### src/rtl/frame_buffer_local_arbiter_if.sv
// frame_buffer_local_arbiter_if: master ports and controller local port of the frame buffer arbiter
// The master modport drives the arbiter's inputs; the slave modport is the arbiter itself.
interface frame_buffer_local_arbiter_if;
    logic        local_init_done;
    logic        local_ready;
    logic        local_wdata_req;
    logic        local_rdata_valid;
    logic [31:0] local_rdata;
    logic [22:0] local_address;
    logic [1:0]  local_size;
    logic        local_read_req;
    logic        local_write_req;
    logic        local_burstbegin;
    logic [3:0]  local_be;
    logic [31:0] local_wdata;
    logic [22:0] p0_address;
    logic [1:0]  p0_size;
    logic        p0_read;
    logic        p0_waitrequest;
    logic [31:0] p0_readdata;
    logic        p0_readdatavalid;
    logic [22:0] p1_address;
    logic [1:0]  p1_size;
    logic        p1_read;
    logic        p1_write;
    logic [31:0] p1_wdata;
    logic [3:0]  p1_be;
    logic        p1_waitrequest;
    logic [31:0] p1_readdata;
    logic        p1_readdatavalid;
    logic        err_unexpected_rdata;

    modport master (
        output local_init_done, local_ready, local_wdata_req, local_rdata_valid, local_rdata,
        output p0_address, p0_size, p0_read,
        output p1_address, p1_size, p1_read, p1_write, p1_wdata, p1_be,
        input  local_address, local_size, local_read_req, local_write_req, local_burstbegin,
        input  local_be, local_wdata,
        input  p0_waitrequest, p0_readdata, p0_readdatavalid,
        input  p1_waitrequest, p1_readdata, p1_readdatavalid, err_unexpected_rdata
    );

    modport slave (
        input  local_init_done, local_ready, local_wdata_req, local_rdata_valid, local_rdata,
        input  p0_address, p0_size, p0_read,
        input  p1_address, p1_size, p1_read, p1_write, p1_wdata, p1_be,
        output local_address, local_size, local_read_req, local_write_req, local_burstbegin,
        output local_be, local_wdata,
        output p0_waitrequest, p0_readdata, p0_readdatavalid,
        output p1_waitrequest, p1_readdata, p1_readdatavalid, err_unexpected_rdata
    );
endinterface

### src/rtl/frame_buffer_local_arbiter.sv
// frame_buffer_local_arbiter: shares the DDR local port between a display reader (p0) and a CPU master (p1)
// Registered command slot, write-data FIFO and read-tag FIFO routing returned beats back to their port.
module frame_buffer_local_arbiter #(
    parameter int MAX_P0_RUN  = 4,
    parameter int WFIFO_DEPTH = 4,
    parameter int RTAG_DEPTH  = 8
) (
    input logic phy_clk,
    input logic reset_phy_clk_n,
    frame_buffer_local_arbiter_if.slave bus
);
    localparam int WA = $clog2(WFIFO_DEPTH);
    localparam int TA = $clog2(RTAG_DEPTH);
    localparam int RW = $clog2(MAX_P0_RUN + 1);
    localparam logic [WA:0] WFULL = (WA + 1)'(WFIFO_DEPTH);
    localparam logic [TA:0] TFULL = (TA + 1)'(RTAG_DEPTH);

    typedef enum logic [1:0] {WAIT_INIT, IDLE, WBURST} state_t;
    state_t state;

    logic [31:0]   wmem [WFIFO_DEPTH];
    logic [WA-1:0] wrd, wwr;
    logic [WA:0]   wcnt, wspace;
    logic [1:0]    tmem [RTAG_DEPTH];
    logic [TA-1:0] trd, twr;
    logic [TA:0]   tcnt;
    logic          rbeat;
    logic [RW-1:0] run;
    logic slot_free, tag_ok, p0_big, p1_big, p1_req, p0_elig, p1_elig, idle_go;
    logic gnt0, gnt1, gnt1_wr, gnt1_rd, wpop, tpush, rv_ok, tpop;

    always_comb begin
        slot_free = !(bus.local_read_req || bus.local_write_req) || bus.local_ready;
        tag_ok = tcnt != TFULL;
        wspace = WFULL - wcnt;
        p0_big = bus.p0_size > 2'd1;
        p1_big = bus.p1_size > 2'd1;
        p1_req = bus.p1_read || bus.p1_write;
        p0_elig = bus.p0_read && tag_ok;
        // a write needs room for its whole burst; space > 1 means room for two beats
        p1_elig = bus.p1_write ? wspace > {{WA{1'b0}}, p1_big} : bus.p1_read && tag_ok;
        idle_go = state == IDLE && bus.local_init_done && slot_free;
        gnt0 = idle_go && p0_elig && !(run == RW'(MAX_P0_RUN) && p1_elig);
        gnt1 = (idle_go && p1_elig && !gnt0) || (state == WBURST && slot_free && bus.p1_write && wcnt != WFULL);
        gnt1_wr = gnt1 && bus.p1_write;
        gnt1_rd = gnt1 && !bus.p1_write;
        bus.p0_waitrequest = !gnt0;
        bus.p1_waitrequest = !gnt1;
        bus.local_wdata = wmem[wrd];
        wpop = bus.local_wdata_req && wcnt != '0;
        tpush = gnt0 || gnt1_rd;
        rv_ok = bus.local_rdata_valid && tcnt != '0;
        tpop = rv_ok && !(tmem[trd][0] && !rbeat);
    end

    always_ff @(posedge phy_clk or negedge reset_phy_clk_n) begin
        if (!reset_phy_clk_n) begin
            state <= WAIT_INIT;
            bus.local_address <= '0;
            bus.local_size <= '0;
            bus.local_read_req <= 1'b0;
            bus.local_write_req <= 1'b0;
            bus.local_burstbegin <= 1'b0;
            bus.local_be <= '0;
            bus.p0_readdata <= '0;
            bus.p0_readdatavalid <= 1'b0;
            bus.p1_readdata <= '0;
            bus.p1_readdatavalid <= 1'b0;
            bus.err_unexpected_rdata <= 1'b0;
            for (int i = 0; i < WFIFO_DEPTH; i++) wmem[i] <= '0;
            for (int i = 0; i < RTAG_DEPTH; i++) tmem[i] <= '0;
            wrd <= '0;
            wwr <= '0;
            wcnt <= '0;
            trd <= '0;
            twr <= '0;
            tcnt <= '0;
            rbeat <= 1'b0;
            run <= '0;
        end else begin
            state <= state == WAIT_INIT ? (bus.local_init_done ? IDLE : WAIT_INIT)
                   : state == IDLE ? (!bus.local_init_done ? WAIT_INIT : (gnt1_wr && p1_big) ? WBURST : IDLE)
                   : gnt1 ? IDLE : WBURST;
            if (gnt0 || gnt1) begin
                bus.local_read_req <= !gnt1_wr;
                bus.local_write_req <= gnt1_wr;
                bus.local_burstbegin <= state == IDLE;
                if (state == IDLE) begin
                    bus.local_address <= gnt0 ? bus.p0_address : bus.p1_address;
                    bus.local_size <= gnt0 ? {p0_big, !p0_big} : {p1_big, !p1_big};
                end
                if (gnt1_wr) bus.local_be <= bus.p1_be;
            end else if (slot_free) begin
                bus.local_read_req <= 1'b0;
                bus.local_write_req <= 1'b0;
                bus.local_burstbegin <= 1'b0;
            end
            if (!p1_req || gnt1) run <= '0;
            else if (gnt0 && run != RW'(MAX_P0_RUN)) run <= run + 1'b1;
            if (gnt1_wr) begin
                wmem[wwr] <= bus.p1_wdata;
                wwr <= wwr + 1'b1;
            end
            if (wpop) wrd <= wrd + 1'b1;
            wcnt <= wcnt + {{WA{1'b0}}, gnt1_wr} - {{WA{1'b0}}, wpop};
            // tag = {port, two-beat}
            if (tpush) begin
                tmem[twr] <= {gnt1_rd, gnt0 ? p0_big : p1_big};
                twr <= twr + 1'b1;
            end
            if (tpop) trd <= trd + 1'b1;
            tcnt <= tcnt + {{TA{1'b0}}, tpush} - {{TA{1'b0}}, tpop};
            if (rv_ok) rbeat <= !tpop;
            bus.p0_readdatavalid <= rv_ok && !tmem[trd][1];
            bus.p1_readdatavalid <= rv_ok && tmem[trd][1];
            if (rv_ok && !tmem[trd][1]) bus.p0_readdata <= bus.local_rdata;
            if (rv_ok && tmem[trd][1]) bus.p1_readdata <= bus.local_rdata;
            if (bus.local_rdata_valid && tcnt == '0) bus.err_unexpected_rdata <= 1'b1;
        end
    end
endmodule

### src/flat_wrapper.sv
// flat-port wrapper written by rule: the top's interface ports become plain ports
module frame_buffer_local_arbiter_flat 
#(
    parameter int MAX_P0_RUN  = 4,
    parameter int WFIFO_DEPTH = 4,
    parameter int RTAG_DEPTH  = 8
)
  (phy_clk, reset_phy_clk_n, bus_local_init_done, bus_local_ready, bus_local_wdata_req, bus_local_rdata_valid, bus_local_rdata, bus_p0_address, bus_p0_size, bus_p0_read, bus_p1_address, bus_p1_size, bus_p1_read, bus_p1_write, bus_p1_wdata, bus_p1_be, bus_local_address, bus_local_size, bus_local_read_req, bus_local_write_req, bus_local_burstbegin, bus_local_be, bus_local_wdata, bus_p0_waitrequest, bus_p0_readdata, bus_p0_readdatavalid, bus_p1_waitrequest, bus_p1_readdata, bus_p1_readdatavalid, bus_err_unexpected_rdata);
  frame_buffer_local_arbiter_if bus_i ();
  input logic phy_clk;
  input logic reset_phy_clk_n;
  input wire logic [$bits(bus_i.local_init_done)-1:0] bus_local_init_done;
  input wire logic [$bits(bus_i.local_ready)-1:0] bus_local_ready;
  input wire logic [$bits(bus_i.local_wdata_req)-1:0] bus_local_wdata_req;
  input wire logic [$bits(bus_i.local_rdata_valid)-1:0] bus_local_rdata_valid;
  input wire logic [$bits(bus_i.local_rdata)-1:0] bus_local_rdata;
  input wire logic [$bits(bus_i.p0_address)-1:0] bus_p0_address;
  input wire logic [$bits(bus_i.p0_size)-1:0] bus_p0_size;
  input wire logic [$bits(bus_i.p0_read)-1:0] bus_p0_read;
  input wire logic [$bits(bus_i.p1_address)-1:0] bus_p1_address;
  input wire logic [$bits(bus_i.p1_size)-1:0] bus_p1_size;
  input wire logic [$bits(bus_i.p1_read)-1:0] bus_p1_read;
  input wire logic [$bits(bus_i.p1_write)-1:0] bus_p1_write;
  input wire logic [$bits(bus_i.p1_wdata)-1:0] bus_p1_wdata;
  input wire logic [$bits(bus_i.p1_be)-1:0] bus_p1_be;
  output wire logic [$bits(bus_i.local_address)-1:0] bus_local_address;
  output wire logic [$bits(bus_i.local_size)-1:0] bus_local_size;
  output wire logic [$bits(bus_i.local_read_req)-1:0] bus_local_read_req;
  output wire logic [$bits(bus_i.local_write_req)-1:0] bus_local_write_req;
  output wire logic [$bits(bus_i.local_burstbegin)-1:0] bus_local_burstbegin;
  output wire logic [$bits(bus_i.local_be)-1:0] bus_local_be;
  output wire logic [$bits(bus_i.local_wdata)-1:0] bus_local_wdata;
  output wire logic [$bits(bus_i.p0_waitrequest)-1:0] bus_p0_waitrequest;
  output wire logic [$bits(bus_i.p0_readdata)-1:0] bus_p0_readdata;
  output wire logic [$bits(bus_i.p0_readdatavalid)-1:0] bus_p0_readdatavalid;
  output wire logic [$bits(bus_i.p1_waitrequest)-1:0] bus_p1_waitrequest;
  output wire logic [$bits(bus_i.p1_readdata)-1:0] bus_p1_readdata;
  output wire logic [$bits(bus_i.p1_readdatavalid)-1:0] bus_p1_readdatavalid;
  output wire logic [$bits(bus_i.err_unexpected_rdata)-1:0] bus_err_unexpected_rdata;
  assign bus_i.local_init_done = bus_local_init_done;
  assign bus_i.local_ready = bus_local_ready;
  assign bus_i.local_wdata_req = bus_local_wdata_req;
  assign bus_i.local_rdata_valid = bus_local_rdata_valid;
  assign bus_i.local_rdata = bus_local_rdata;
  assign bus_i.p0_address = bus_p0_address;
  assign bus_i.p0_size = bus_p0_size;
  assign bus_i.p0_read = bus_p0_read;
  assign bus_i.p1_address = bus_p1_address;
  assign bus_i.p1_size = bus_p1_size;
  assign bus_i.p1_read = bus_p1_read;
  assign bus_i.p1_write = bus_p1_write;
  assign bus_i.p1_wdata = bus_p1_wdata;
  assign bus_i.p1_be = bus_p1_be;
  assign bus_local_address = bus_i.local_address;
  assign bus_local_size = bus_i.local_size;
  assign bus_local_read_req = bus_i.local_read_req;
  assign bus_local_write_req = bus_i.local_write_req;
  assign bus_local_burstbegin = bus_i.local_burstbegin;
  assign bus_local_be = bus_i.local_be;
  assign bus_local_wdata = bus_i.local_wdata;
  assign bus_p0_waitrequest = bus_i.p0_waitrequest;
  assign bus_p0_readdata = bus_i.p0_readdata;
  assign bus_p0_readdatavalid = bus_i.p0_readdatavalid;
  assign bus_p1_waitrequest = bus_i.p1_waitrequest;
  assign bus_p1_readdata = bus_i.p1_readdata;
  assign bus_p1_readdatavalid = bus_i.p1_readdatavalid;
  assign bus_err_unexpected_rdata = bus_i.err_unexpected_rdata;
  frame_buffer_local_arbiter #(.MAX_P0_RUN(MAX_P0_RUN), .WFIFO_DEPTH(WFIFO_DEPTH), .RTAG_DEPTH(RTAG_DEPTH)) u_core (.phy_clk(phy_clk), .reset_phy_clk_n(reset_phy_clk_n), .bus(bus_i));
endmodule
### config.mk
export PLATFORM = sky130hd
export DESIGN_NAME = frame_buffer_local_arbiter_flat
export DESIGN_NICKNAME = d
export VERILOG_FILES = /design/src/rtl/frame_buffer_local_arbiter_if.sv /design/src/rtl/frame_buffer_local_arbiter.sv /design/src/flat_wrapper.sv
export SDC_FILE = /design/constraint.sdc
export NUM_CORES = 1
export LEC_CHECK = 0
export CORE_AREA = 2 2 153 155
export DETAILED_ROUTE_END_ITERATION = 10
export DIE_AREA = 0 0 155 157
export GPL_TIMING_DRIVEN = 0
export PLACE_DENSITY = 0.84
export SLEW_MARGIN = 10
export SYNTH_ARGS = -nofsm -noshare
export SYNTH_HDL_FRONTEND = slang
export SYNTH_SLANG_ARGS = --single-unit
### constraint.sdc
create_clock -name phy_clk -period 5.3 [get_ports phy_clk]
set_clock_uncertainty 0.15 [all_clocks]
set_input_delay 1.59 -clock phy_clk [delete_from_list [all_inputs] [get_ports phy_clk]]
set_output_delay 1.59 -clock phy_clk [all_outputs]
set_load 0.05 [all_outputs]
* After elaboration in Yosys (flattened, before gate mapping)
Cells that the tools add are included.
** Storage, ports and cells
- Memories :: 0
- Bits in registers :: 266
- Memory bits (writable) :: 0
- Logic and storage cells :: 142
- Input port bits :: 127
- Output and inout bits :: 133
- Latch bits :: 0
- Memory bits (read-only) :: 0
** Cells by class
- $lt $le $gt $ge :: 9
- Add/sub/neg operators :: 10
- Multiplexer cells :: 28
- Multipliers :: 0
- Shift-type cells :: 0
- Divide/modulo/power cells :: 0
- Equality and inequality tests :: 6
- Reductions and logical operators :: 53
- Bitwise gates (word level) :: 4
** Operator list (number)
- 128-bit bitwise mux :: 1
- 32-bit 2-to-1 mux :: 3
- 32-bit binary-select mux with 2-bit select :: 1
- 32-bit demux with 2-bit select :: 1
- 1-bit logical AND :: 25
- 23-bit 2-to-1 mux :: 1
- 2-bit 2-to-1 mux :: 9
- 16-bit bitwise mux :: 1
- 1-bit logical NOT :: 13
- 3-bit by 1-bit adder with 3-bit output, second input constant :: 3
- 4-bit greater-or-equal comparator, second input constant :: 2
- 3-bit NOT with 4-bit output :: 2
- 1-bit logical OR :: 7
- 1-bit 2-to-1 mux :: 7
- 2-bit binary-select mux with 3-bit select :: 1
- 2-bit demux with 3-bit select :: 1
- 3-bit greater-or-equal comparator, second input constant :: 2
- 3-bit 2-to-1 mux :: 2
- 3-bit != test, second input constant :: 2
- 2-bit NOT with 3-bit output :: 2
- 2-bit by 1-bit adder with 2-bit output, second input constant :: 2
- 4-bit by 1-bit adder with 4-bit output :: 1
- 2-bit by 1-bit greater-than comparator with 1-bit output, second input constant :: 2
- 4-bit logical NOT :: 1
- 16 further kinds :: 18

* Logic depth before layout (Yosys ltp)
Gate-level depths: netlist (run 1).
- Word-level depth :: 15
- Mapped depth :: 12
- Mapped depth without buffers :: 11

* Least setup slack after synthesis (run 1)
Ideal clock, no wire load.
- Kind :: input-to-output
- Start point :: input bus_local_ready
- End point :: output bus_p1_waitrequest
- Stages on the path :: 5
- Slack :: 0.527 ns
- Data required time :: 3.560 ns
- Buffers on the path :: 1
- Data arrival time :: 3.033 ns
- Path through :: o21bai_1 nand2b_1 clkbuf_1 a221oi_1 a21oi_1
** Between the ends
- Cells in the longest elaborated chain, start to end :: 8
- Elaborated cells on any way between the ends :: 12
- Classes of those cells :: reduce/logical (12)
** RTL lines
- start, declared :: RTL line flat_wrapper.sv:13 : input wire logic [$bits(bus_i.local_ready)-1:0] bus_local_ready;
- 1-bit logical OR * :: RTL line frame_buffer_local_arbiter.sv:33 : slot_free = !(bus.local_read_req || bus.local_write_req) || bus.local_ready;
- 1-bit logical AND :: RTL line frame_buffer_local_arbiter.sv:42 : idle_go = state == IDLE && bus.local_init_done && slot_free;
- 1-bit logical AND (2 in a row) :: RTL line frame_buffer_local_arbiter.sv:43 : gnt0 = idle_go && p0_elig && !(run == RW'(MAX_P0_RUN) && p1_elig);
- 1-bit logical NOT :: RTL line frame_buffer_local_arbiter.sv:44 : gnt1 = (idle_go && p1_elig && !gnt0) || (state == WBURST && slot_free && bus.p1_write && wcnt != WFULL);
- 1-bit logical AND :: RTL line frame_buffer_local_arbiter.sv:44
- 1-bit logical OR * :: RTL line frame_buffer_local_arbiter.sv:44
- 1-bit logical NOT * :: RTL line frame_buffer_local_arbiter.sv:48 : bus.p1_waitrequest = !gnt1;
- end, declared :: RTL line flat_wrapper.sv:36 : output wire logic [$bits(bus_i.p1_waitrequest)-1:0] bus_p1_waitrequest;
Mark *: on every way between the ends. The rest lies on a longest branch, timed or not.

* Worst setup path after layout (run 1)
- Start point :: input bus_local_ready
- End point :: output bus_p0_waitrequest
** Between the ends
- Cells in the longest elaborated chain, start to end :: 5
** RTL lines
- 1-bit logical OR :: RTL line frame_buffer_local_arbiter.sv:33
- 1-bit logical AND :: RTL line frame_buffer_local_arbiter.sv:42
- 1-bit logical AND (2 in a row) :: RTL line frame_buffer_local_arbiter.sv:43
- 1-bit logical NOT :: RTL line frame_buffer_local_arbiter.sv:47 : bus.p0_waitrequest = !gnt0;
- end, declared :: RTL line flat_wrapper.sv:33 : output wire logic [$bits(bus_i.p0_waitrequest)-1:0] bus_p0_waitrequest;
Every way passes these cells.

==> out/results.tsv, run 1 <==
metric	value	unit
groute.usage.overall	0.2315	
num_rows	55	
power.static_leakage	7.205	nW
core	22500	sq um
timing.critical_path.to_type	output pin	
routedWlPerCell	19.63	um
synth_enable_flop_cells	0	
drt_pass1_iterations	4	
tritoncts_buffer_count	29	
grt_setup_unrepaired	false	
worstHoldPathType	reg2reg	
drtAntennaViolNets	0	
floorplan.die.width	155	um
grt_first_pass_wirelength	44980	um
peakVddDrop	0.3669	mV
globalRoute.totalOverflow	0	
outcome	complete, no violations	
via_per_inst	5.494	
num-fill-cells	1480	
ctsHoldBuffers	0	
power	11.48	mW
async_reset_ff_frac	1.000	
drv.max_cap_violation_count	0	
fin_setup_tns	0	ps
io-pin-count	260	
clkSlewWorstSetupHoldPaths	60	ps
timing.fmax	190.9	MHz
ys_top_cells_by_count	266 x sky130_fd_sc_hd__dfrtp_1, 125 x sky130_fd_sc_hd__mux2_4, 75 x sky130_fd_sc_hd__mux2_2	
worst_pin_slew	959.5	ps
synth_top_cells_by_area	sky130_fd_sc_hd__dfrtp_1 54%, sky130_fd_sc_hd__mux2_4 15%, sky130_fd_sc_hd__mux2_2 6.9%	
area_share_of_the_largest_cell_type_after_synthesis	0.5413	
areaGrowthSynthToFinish	32.01	%
post_route_cells_drive_above_1_share	0.2853	
die_y	157	um
syn-instance-count	831	
vias_in_the_first_global_route	8238	
post-synth-top-count-cell	sky130_fd_sc_hd__dfrtp_1	
synth.yosys.warnings	0	
crit_arrival	3500	ps
layout.cells.non_filler	1424	
timing.final.ws_setup	60.56	ps
place.gp.congestion	0.8508	
cts_htree_levels	1	
crit_path_top_delay_cell	sky130_fd_sc_hd__clkdlybuf4s50_1	
via_count	7823	
worst_ep_required_time	3560	ps
p_per_area	707.3	nW/um^2
design_area	16230	sq um
clockBufferDepth	3	
worst-setup-path-type	in2out	
start_kind	primary input	
critPathMaxFanout	10	
final_hold_viol_count	0	
synth_seq_area_share	0.5413	
timing.critical_path.cells	clkdlybuf4s50_1, o21ba_2, and4bb_2, and3b_2, inv_1, buf_4, buf_4	
ys_seq_elements	266	
drt_iter0_markers	371	
post_detailed_routing_wire_length	27950	um
tritoncts_num_sinks	266	
timing.final.max_slew_violations	0	
syn_area_per_cell	14.80	sq um
drc	0	
cp_common_cell	sky130_fd_sc_hd__buf_4	
synth.cell_area	12300	sq um
max_slew_margin	0.3603	
antenna_cell_count	0	
clock_tree_from_tritoncts	done	
detailed_place.area	15290	sq um
synthDominantAreaCellType	sky130_fd_sc_hd__dfrtp_1	
portBuffers	257	
grt_antenna_before_repair	0	
dp.final_hpwl	19520	um
finalCritPeriodShare	0.9886	
worst_hold_slack	319.1	ps
placed_cells_incl_taps	1375	
yosys.cell_types.count	50	
clkLatencyLatePin	530	ps
dominantRegCellSynth	sky130_fd_sc_hd__dfrtp_1	
die_footprint	24340	sq um
place_ws	-892.5	ps
final_util	0.7214	
root_buffer_selected_by_cts	sky130_fd_sc_hd__clkbuf_16	
fin_nets	1267	
worst_path_largest_cell_delay	450	ps
initial_utilization	0.5465	
report.final.setup_viol	0	
synth.net_count	979	
grt_start_max_net_pins	107	
timing.final.crit_period	5239	ps
cell families after synthesis:
group,Yosys count,synth area share
and+or+nand+nor,132,0.04843
DFF,266,0.5413
xor gates and xnor gates,12,0.008547
muxes,245,0.2939
adders and majority gates,21,0.02259
buffers and inverters,75,0.03978
AOI/OAI and AO/OA,80,0.04548
final cells by class:
| class | count | area (sq um) | share of cell area |
|---|---|---|---|
| plain buffers | 45 | 384.1 | 0.02366 |
| clock buffers | 38 | 829.5 | 0.05110 |
| clock inverters | 13 | 117.6 | 0.007245 |
| inverters | 28 | 105.1 | 0.006474 |
| multi-input cells | 490 | 5152 | 0.3174 |
| flip-flops and latches | 266 | 6656 | 0.4100 |
| well taps | 285 | 356.6 | 0.02197 |
| repair buffers | 259 | 2631 | 0.1621 |
critical path: cells and delay by family:
family / cells / cell delay [ps]
buffers and inverters: 4 / 1050
AOI/OAI and AO/OA: 1 / 310
and+or+nand+nor: 2 / 550
timing repair:
item	in CTS	in global routing
setup buffers	0	0
setup endpoints to repair	2	3
hold endpoints to repair	0	0
resized for setup	12	4
power breakdown:
group | switching, mW | leakage (nW) | total (mW) | internal [mW]
Clock | 0.802 | 0.478 | 1.99 | 1.19
Combinational | 3.38 | 3.39 | 5.96 | 2.58
Sequential | 0.548 | 3.34 | 3.54 | 2.99
cells in the final DEF, fill, tap and decap left out, drive strengths merged, types with 2 or more instances in the layout:
| cell type | count |
|---|---|
| clkinv | 10 |
| nand2 | 66 |
| o21ai | 21 |
| nand2b | 2 |
| inv | 28 |
| buf | 29 |
| and2 | 5 |
| fa | 2 |
| nand3b | 4 |
| a21oi | 9 |
| and3b | 2 |
| xor2 | 5 |
| mux4 | 35 |
| nor2 | 36 |
| xnor2 | 7 |
| ha | 19 |
| clkbuf | 58 |
| a31oi | 31 |
| mux2 | 200 |
| mux2i | 10 |
| a21o | 5 |
| dfrtp | 266 |
| bufinv | 2 |
| a211oi | 3 |
| or3b | 2 |
| clkdlybuf4s50 | 254 |
| nand3 | 4 |
| nand4 | 2 |
| nor2b | 3 |
| nor3 | 2 |
registers in the layout (all words and copies together), names as in the netlist, 2 cells and up:
signal	flops
u_core.wmem	128
u_core.bus.p0_readdata	32
u_core.bus.p1_readdata	32
u_core.bus.local_address	23
u_core.tmem	16
u_core.bus.local_be	4
u_core.tcnt	4
u_core.run	3
u_core.trd	3
u_core.twr	3
u_core.wcnt	3
u_core.bus.local_size	2
u_core.state	2
u_core.wrd	2
u_core.wwr	2
path summary, 6_finish.rpt:
kind	depth (start not counted)	startpoint	endpoint	slack [ps]
setup / recovery	7	bus_local_ready	bus_p0_waitrequest	60
hold / removal	1	u_core.bus.err_unexpected_rdata	u_core.bus.err_unexpected_rdata	320
setup reg to reg	11	u_core.trd[1]	u_core.tcnt[2]	2160
hold reg to reg	1	u_core.bus.err_unexpected_rdata	u_core.bus.err_unexpected_rdata	320
max in group asynchronous	2	reset_phy_clk_n	u_core.wmem[47]	3210
min in group asynchronous	1	reset_phy_clk_n	u_core.bus.p1_readdata[24]	840
layer usage:
layer	global-route usage	share of wire
met1	0.3083	0.42
met2	0.4017	0.51
met3	0.03524	0.054
met4	0.05864	0.023
met5	0	0
Note: power is estimated with default switching activity, not from simulation.
==> run 2, diff against run 1 <==
--- a/config.mk
+++ b/config.mk
@@ -14,3 +14,4 @@
 export SYNTH_ARGS = -nofsm -noshare
 export SYNTH_HDL_FRONTEND = slang
 export SYNTH_SLANG_ARGS = --single-unit
+export TNS_END_PERCENT = 100
==> results of run 2 <==
No change in the layout: final DEF, timing and power equal those of run 1.
